File: src/rtl/debug_bridge_pkg.sv
// debug_bridge shared definitions: frame command/response bytes
// and the bridge state encoding.
package debug_bridge_pkg;

  localparam logic [7:0] CMD_WRITE = 8'h57;
  localparam logic [7:0] CMD_READ  = 8'h52;
  localparam logic [7:0] RSP_ACK   = 8'h4B;
  localparam logic [7:0] RSP_ERR   = 8'hEE;

  typedef enum logic [2:0] {
    S_IDLE,
    S_ADDR,
    S_DATA,
    S_BUS,
    S_RESP
  } state_e;

endpackage

File: src/rtl/debug_bridge.sv
// Byte-stream to memory-bus initiator (UART debug/program loader).
// Optional bus-wait abort: define DEBUG_BRIDGE_TIMEOUT_EN.
module debug_bridge
  import debug_bridge_pkg::*;
#(
  parameter int TIMEOUT = 1024
) (
  input  logic        clk,
  input  logic        rst,
  input  logic        rx_valid,
  input  logic [7:0]  rx_data,
  output logic        rx_ready,
  output logic        tx_valid,
  output logic [7:0]  tx_data,
  input  logic        tx_ready,
  output logic        memory_valid,
  output logic        memory_instr,
  output logic [31:0] memory_addr,
  output logic [31:0] memory_wdata,
  output logic [3:0]  memory_wstrb,
  input  logic [31:0] memory_rdata,
  input  logic        memory_ready
);

  state_e      state_q;
  state_e      state_d;
  logic [1:0]  cnt;
  logic        op_wr;
  logic        err;
  logic [31:0] rdata_q;
  logic        rx_fire;
  logic        tx_fire;
  logic        bus_done;
  logic        is_cmd;
  logic        resp_last;
  logic        tmo_hit;

  assign memory_instr = 1'b0;
  assign rx_fire   = rx_valid & rx_ready;
  assign tx_fire   = tx_valid & tx_ready;
  assign bus_done  = memory_valid & memory_ready;
  assign is_cmd    = (rx_data == CMD_WRITE) ||
                     (rx_data == CMD_READ);
  assign resp_last = op_wr | err | (cnt == 2'd3);

`ifdef DEBUG_BRIDGE_TIMEOUT_EN
  localparam int TW = $clog2(TIMEOUT + 1);
  logic [TW-1:0] tmo_cnt;

  always_ff @(posedge clk or negedge rst) begin
    if (!rst) begin
      tmo_cnt <= '0;
    end else if (state_q != S_BUS) begin
      tmo_cnt <= '0;
    end else begin
      tmo_cnt <= tmo_cnt + 1'b1;
    end
  end

  assign tmo_hit = (state_q == S_BUS) && !memory_ready &&
                   (tmo_cnt == TW'(TIMEOUT - 1));
`else
  localparam int unused_timeout = TIMEOUT;
  assign tmo_hit = 1'b0;
`endif

  always_ff @(posedge clk or negedge rst) begin
    if (!rst) begin
      state_q <= S_IDLE;
    end else begin
      state_q <= state_d;
    end
  end

  always_comb begin
    state_d = state_q;
    unique case (state_q)
      S_IDLE:
        if (rx_fire && is_cmd) state_d = S_ADDR;
      S_ADDR:
        if (rx_fire && cnt == 2'd3)
          state_d = op_wr ? S_DATA : S_BUS;
      S_DATA:
        if (rx_fire && cnt == 2'd3) state_d = S_BUS;
      S_BUS:
        if (bus_done || tmo_hit) state_d = S_RESP;
      S_RESP:
        if (tx_fire && resp_last) state_d = S_IDLE;
      default:
        state_d = S_IDLE;
    endcase
  end

  // Handshake outputs follow the next state so they are registered.
  always_ff @(posedge clk or negedge rst) begin
    if (!rst) begin
      rx_ready     <= 1'b0;
      tx_valid     <= 1'b0;
      memory_valid <= 1'b0;
    end else begin
      rx_ready     <= (state_d == S_IDLE) ||
                      (state_d == S_ADDR) ||
                      (state_d == S_DATA);
      tx_valid     <= (state_d == S_RESP);
      memory_valid <= (state_d == S_BUS);
    end
  end

  always_ff @(posedge clk or negedge rst) begin
    if (!rst) begin
      cnt          <= '0;
      op_wr        <= 1'b0;
      err          <= 1'b0;
      rdata_q      <= '0;
      tx_data      <= '0;
      memory_addr  <= '0;
      memory_wdata <= '0;
      memory_wstrb <= '0;
    end else begin
      unique case (state_q)
        S_IDLE: begin
          if (rx_fire && is_cmd) begin
            op_wr <= (rx_data == CMD_WRITE);
            err   <= 1'b0;
            cnt   <= '0;
          end
        end
        S_ADDR: begin
          if (rx_fire) begin
            memory_addr[{cnt, 3'b000} +: 8] <=
              (cnt == 2'd0) ? {rx_data[7:2], 2'b00} : rx_data;
            cnt <= cnt + 2'd1;
            if (cnt == 2'd3)
              memory_wstrb <= op_wr ? 4'hF : 4'h0;
          end
        end
        S_DATA: begin
          if (rx_fire) begin
            memory_wdata[{cnt, 3'b000} +: 8] <= rx_data;
            cnt <= cnt + 2'd1;
          end
        end
        S_BUS: begin
          if (bus_done) begin
            rdata_q <= memory_rdata;
            tx_data <= op_wr ? RSP_ACK : memory_rdata[7:0];
          end else if (tmo_hit) begin
            err     <= 1'b1;
            tx_data <= RSP_ERR;
          end
        end
        S_RESP: begin
          if (tx_fire) begin
            cnt <= cnt + 2'd1;
            if (!resp_last) begin
              tx_data <= rdata_q[15:8];
              rdata_q <= rdata_q >> 8;
            end
          end
        end
        default: ;
      endcase
    end
  end

endmodule

File: config.mk
export PLATFORM = sky130hd
export DESIGN_NAME = debug_bridge
export DESIGN_NICKNAME = d
export VERILOG_FILES = /design/src/rtl/debug_bridge_pkg.sv /design/src/rtl/debug_bridge.sv
export SDC_FILE = /design/constraint.sdc
export NUM_CORES = 1
export LEC_CHECK = 0
export BUFFER_PORTS_ARGS = -buffer_cell sky130_fd_sc_hd__buf_2
export CELL_PAD_IN_SITES_DETAIL_PLACEMENT = 0
export CELL_PAD_IN_SITES_GLOBAL_PLACEMENT = 1
export CORE_UTILIZATION = 38
export CTS_CLUSTER_DIAMETER = 150
export DETAILED_ROUTE_END_ITERATION = 12
export PLACE_DENSITY_LB_ADDON = 0.05
export SLEW_MARGIN = 20
export SYNTH_ARGS = -nofsm -noshare
export SYNTH_HDL_FRONTEND = slang
export SYNTH_SLANG_ARGS = --single-unit
File: constraint.sdc
create_clock -name clk -period 1.8 [get_ports clk]
set_input_delay 0.18 -clock clk [delete_from_list [all_inputs] [get_ports clk]]
set_output_delay 0.18 -clock clk [all_outputs]
set_load 0.02 [all_outputs]
==> summary.md <==
The run finished with clean final reports. Summing internal, switching and leakage power gives 6.09 mW. The leakage power figure was 3.31 nW. Yosys printed 0 warnings. Routability-driven placement finished with a final weighted congestion of 0.758. In this run the worst path has a maximum fanout of 8.

The run gives 0 as the number of remaining DRC errors. The startpoint identified for the worst register-to-register timing path is state_q[1]$_DFF_PN0_. The horizontal extent of the die is 114 um, and the post-route antenna net violation count is 0.

After global routing, the most crowded layer is met2. Number of flops mapped to enable cells by yosys: 0. The worst IR drop on VDD was 0.000591 V. A synthesized cell averages 12.6 um^2. Setup total negative slack on the finished layout was measured at 0 ns.

Pin placement for this block handled 125 I/O pins. The tools report the end of the critical path as rdata_q[10]$_DFFE_PN0P_. The worst setup path is launched from a flip-flop. The die is 114 um tall. The detailed router finished its first iteration with 151 violations.

Dividing the detail-routed wire length by the instance count gives 16.0 um. The worst hold path belongs to the class input pin to flip-flop. The detailed-routing iteration count for the pre-antenna-repair pass was 4. Synthesis inferred 106 register bits. The overall overflow remaining after global route came out at 0. In the final layout, the share of cells above drive strength 1 is 48.3%. The portion of total power attributed to combinational logic was 25.2%. The number of buffers created by CTS was 9. The worst setup path is of the flip-flop to flip-flop kind. For the synthesized netlist net count, the log shows 428. The logs give 6140 um^2 for the post-route standard cell area excluding fillers and 0 for the number of antenna violations at the first check in global routing. The most frequent standard cell in the layout excluding fill and tap cells was sky130_fd_sc_hd__buf_2.

The signal on the critical path passes through nor2b_2 -> and4_4 -> o21ai_4 -> clkbuf_16 -> mux2_4. Setup violations remaining at the end of the flow were counted as 0. The setup check on the worst reg-to-reg path leaves a slack of 0.05 ns. Met3 routing resource usage after global routing: 3.83%. The placed instances occupy a cell area of 5750 um^2. The met2 capacity usage during global routing was 28.1%. Data on the critical path is required at its endpoint by 2.03 ns. The run gives 8020 um as the detailed placement HPWL.

The tools report the final instance count without filler cells as 696. Global routing used 25.8% of the available met1 tracks. The initial core utilization was 39.3%; the clock share of power was 30.4%.

For the count of H-tree levels built during CTS, the log shows 3. The timing startpoint of the critical path was state_q[1]$_DFF_PN0_. The number of antenna diodes in the final layout is 0.

The number of logic stages on the critical path including buffering was 5; the clock skew was 0.00613 ns. For this run, the total global-route usage over all layers was measured as 18.3%. For the clock network latency to the later pin of the worst-skew pair, the log shows 0.35 ns.

The routed layout has 3,266 vias. The filler cells instantiated in the layout total 1,155. Setup repair after global routing could not meet its margin everywhere.

The average vias per placed instance works out to 4.69. The hold violation count in the final report was 0; the maximum operating frequency was 571 MHz. The clock slew at the register clock pins of the worst setup and hold paths is 0.07 ns.

Counting I/O delays and the setup requirement, the final critical path takes 1.75 ns. Max-cap violations in this run came to 0. Leaving out fill and tap cells, the most frequent cells in the layout are 122 x sky130_fd_sc_hd__buf_2, 103 x sky130_fd_sc_hd__dfrtp_1, 52 x sky130_fd_sc_hd__mux2_2. The area of the core was 12,100 um^2. The floorplan step defined a die boundary enclosing 13,000 um^2.

On the critical path, the stage with the largest delay is an instance of sky130_fd_sc_hd__dfrtp_2. The share of total power dissipated in sequential elements is 44.4%. Synthesis instantiated 38 different standard cells from the library.

The tools report the largest net degree at the start of global routing as 63. Row generation in the floorplan step produced 40 rows. The fraction of registers with async set/reset was 100%; the number of cells traversed by the worst register-to-register path was 5.

For this run, the register share of the synthesized area comes to 55.7%. The total net switching power came out at 1.85 mW. The tools report the count of mapped cells out of synthesis as 378.

The post-placement cell count was 675; the final critical-path share of the clock period was 97.3%. For the worst setup path, the data arrival time is 1.98 ns. The number of sinks on the clock net is 106, and the post-placement worst setup slack is -0.0735 ns.

The delay of the slowest critical-path stage is 0.47 ns. The internal portion of the total power is 4.24 mW. The tools report the net total in the final layout as 573. The net switching fraction of the power was 30.3%; the via count of the first global-routing pass was 3,323.

Capture point of the worst reg-to-reg path: rdata_q[10]$_DFFE_PN0P_. The smallest setup slack after layout is 0.0483 ns. The count of buffering cells on the critical path with inverters included is 1. In this run the power density over the cells is 993 nW/um^2.

The cell area that synthesis handed to floorplanning was 4760 um^2. Grouping stages by cell kind, the critical path spends the most delay in flip-flops. TritonCTS built the clock tree. Area overhead of the layout relative to synthesis: 28.8%. The worst setup path is captured at a flip-flop. The maximum buffer depth of the clock tree came out at 2. The dominant synthesized flop cell was sky130_fd_sc_hd__dfrtp_1. The first-pass GRT wire length is 17,900 um. The routed design has 11,100 um of wire. Clock tree synthesis selected as its root buffer the cell sky130_fd_sc_hd__clkbuf_16.

Buffers placed on the I/O ports in this run total 123. The run gives 0 as the count of pins over their slew limit.
[power by group through the flow]
| stage | logic (mW) | clock network, mW | registers [mW] |
|---|---|---|---|
| floorplan | 0.664 | 0 | 2.93 |
| global placement | 1.48 | 0 | 2.74 |
| detailed placement | 1.50 | 0 | 2.75 |
| CTS | 1.51 | 1.92 | 2.70 |
| global route | 1.71 | 2.02 | 2.73 |
| finish | 1.54 | 1.85 | 2.70 |
[registers in the layout, summed over array words and instances, names as in the netlist, 2 cells and up]
| register | flops |
|---|---|
| memory_addr | 32 |
| rdata_q | 24 |
| cnt | 2 |
| state_q | 3 |
| memory_wdata | 32 |
| tx_data | 8 |
[Yosys cell counts, types with 2 or more instances]
| cell | count | area [um^2] |
|---|---|---|
| sky130_fd_sc_hd__nor3b_1 | 5 | 37.5 |
| sky130_fd_sc_hd__nand3_1 | 5 | 25.0 |
| sky130_fd_sc_hd__mux2_1 | 11 | 124 |
| sky130_fd_sc_hd__and3_1 | 4 | 25.0 |
| sky130_fd_sc_hd__mux2_2 | 52 | 586 |
| sky130_fd_sc_hd__a22o_1 | 9 | 78.8 |
| sky130_fd_sc_hd__o21ai_0 | 25 | 125 |
| sky130_fd_sc_hd__nand2_1 | 41 | 154 |
| sky130_fd_sc_hd__ha_1 | 5 | 62.6 |
| sky130_fd_sc_hd__nor2_1 | 4 | 15.0 |
| sky130_fd_sc_hd__mux2_4 | 18 | 270 |
| sky130_fd_sc_hd__buf_6 | 2 | 22.5 |
| sky130_fd_sc_hd__a21o_1 | 2 | 15.0 |
| sky130_fd_sc_hd__buf_1 | 2 | 7.51 |
| sky130_fd_sc_hd__nor3b_2 | 3 | 37.5 |
| sky130_fd_sc_hd__a21oi_1 | 6 | 30.0 |
| sky130_fd_sc_hd__buf_4 | 5 | 37.5 |
| sky130_fd_sc_hd__buf_2 | 7 | 35.0 |
| sky130_fd_sc_hd__mux2i_1 | 5 | 50.1 |
| sky130_fd_sc_hd__dfrtp_1 | 106 | 2650 |
| sky130_fd_sc_hd__and4_1 | 2 | 17.5 |
| sky130_fd_sc_hd__nor3_1 | 3 | 15.0 |
| sky130_fd_sc_hd__and2_1 | 27 | 169 |
| sky130_fd_sc_hd__clkbuf_1 | 5 | 18.8 |
| sky130_fd_sc_hd__inv_1 | 9 | 33.8 |
| sky130_fd_sc_hd__nand4_1 | 3 | 18.8 |
[worst register-to-register path: stages, from the launching register on]
cell,delay [ns]
sky130_fd_sc_hd__dfrtp_2,0.47
sky130_fd_sc_hd__nor2b_2,0.18
sky130_fd_sc_hd__and4_4,0.20
sky130_fd_sc_hd__o21ai_4,0.27
sky130_fd_sc_hd__clkbuf_16,0.23
sky130_fd_sc_hd__mux2_4,0.29
[layout make-up]
type,count,area (um^2),area share (%)
sequential,106,2660,43.3
clock inverter,4,26.3,0.428
clock buffer,12,256,4.18
timing repair buffer,155,957,15.6
multi-input combinational,242,2000,32.5
tap,168,210,3.43
inverter,9,33.8,0.551
[what timing repair did]
action	4_1_cts	5_1_grt
gates resized for setup	0	14
setup buffers	0	3
endpoints found under the hold margin	26	0
pin swaps	0	2
hold buffers	1	0
endpoints found under the setup margin	43	66
gates cloned	0	1
[worst min-delay path by stage]
stage / from / endpoint / slack (ns) / cells past startpoint
after detailed placement: rst / memory_wdata[20]$_DFFE_PN0P_ / 0.14 / 1
after global placement: rst / memory_addr[20]$_DFFE_PN0P_ / 0.14 / 1
after floorplan: rst / cnt[0]$_DFFE_PN0P_ / -0.12 / 0
after global routing: memory_rdata[24] / rdata_q[24]$_DFFE_PN0P_ / 0.05 / 2
after CTS: memory_rdata[24] / rdata_q[24]$_DFFE_PN0P_ / 0.04 / 2
final: memory_rdata[24] / rdata_q[24]$_DFFE_PN0P_ / 0.06 / 2
[metal layers]
metal,part of all wire (%),wire (um)
met5,0,0
met2,46,5090
met3,3.9,429
met4,1.3,141
met1,49,5480
[logic make-up (layout without fill, tap and decap cells)]
family                     after synthesis  count (layout)  synth area share [%]
muxes                                   86              86                  21.6
AOI/OAI and AO/OA                       44              44                  5.73
adders and majority gates                5               5                  1.31
DFF                                    106             106                  55.7
xor gates and xnor gates                 2               2                 0.368
and+or+nand+nor                        104             104                  11.9
other                                    1               1                0.0787
buffers and inverters                   30             180                  3.26
[stage by stage]
step	hold WS, ns	util (%)
6_report	0.0561	50.7
5_1_grt	0.0541	50.7
4_1_cts	0.0426	49.9
3_5_place_dp	0.144	47.5
3_3_place_gp	0.141	47.5
2_1_floorplan	-0.116	-
Note: power is estimated with default switching activity, not from simulation.
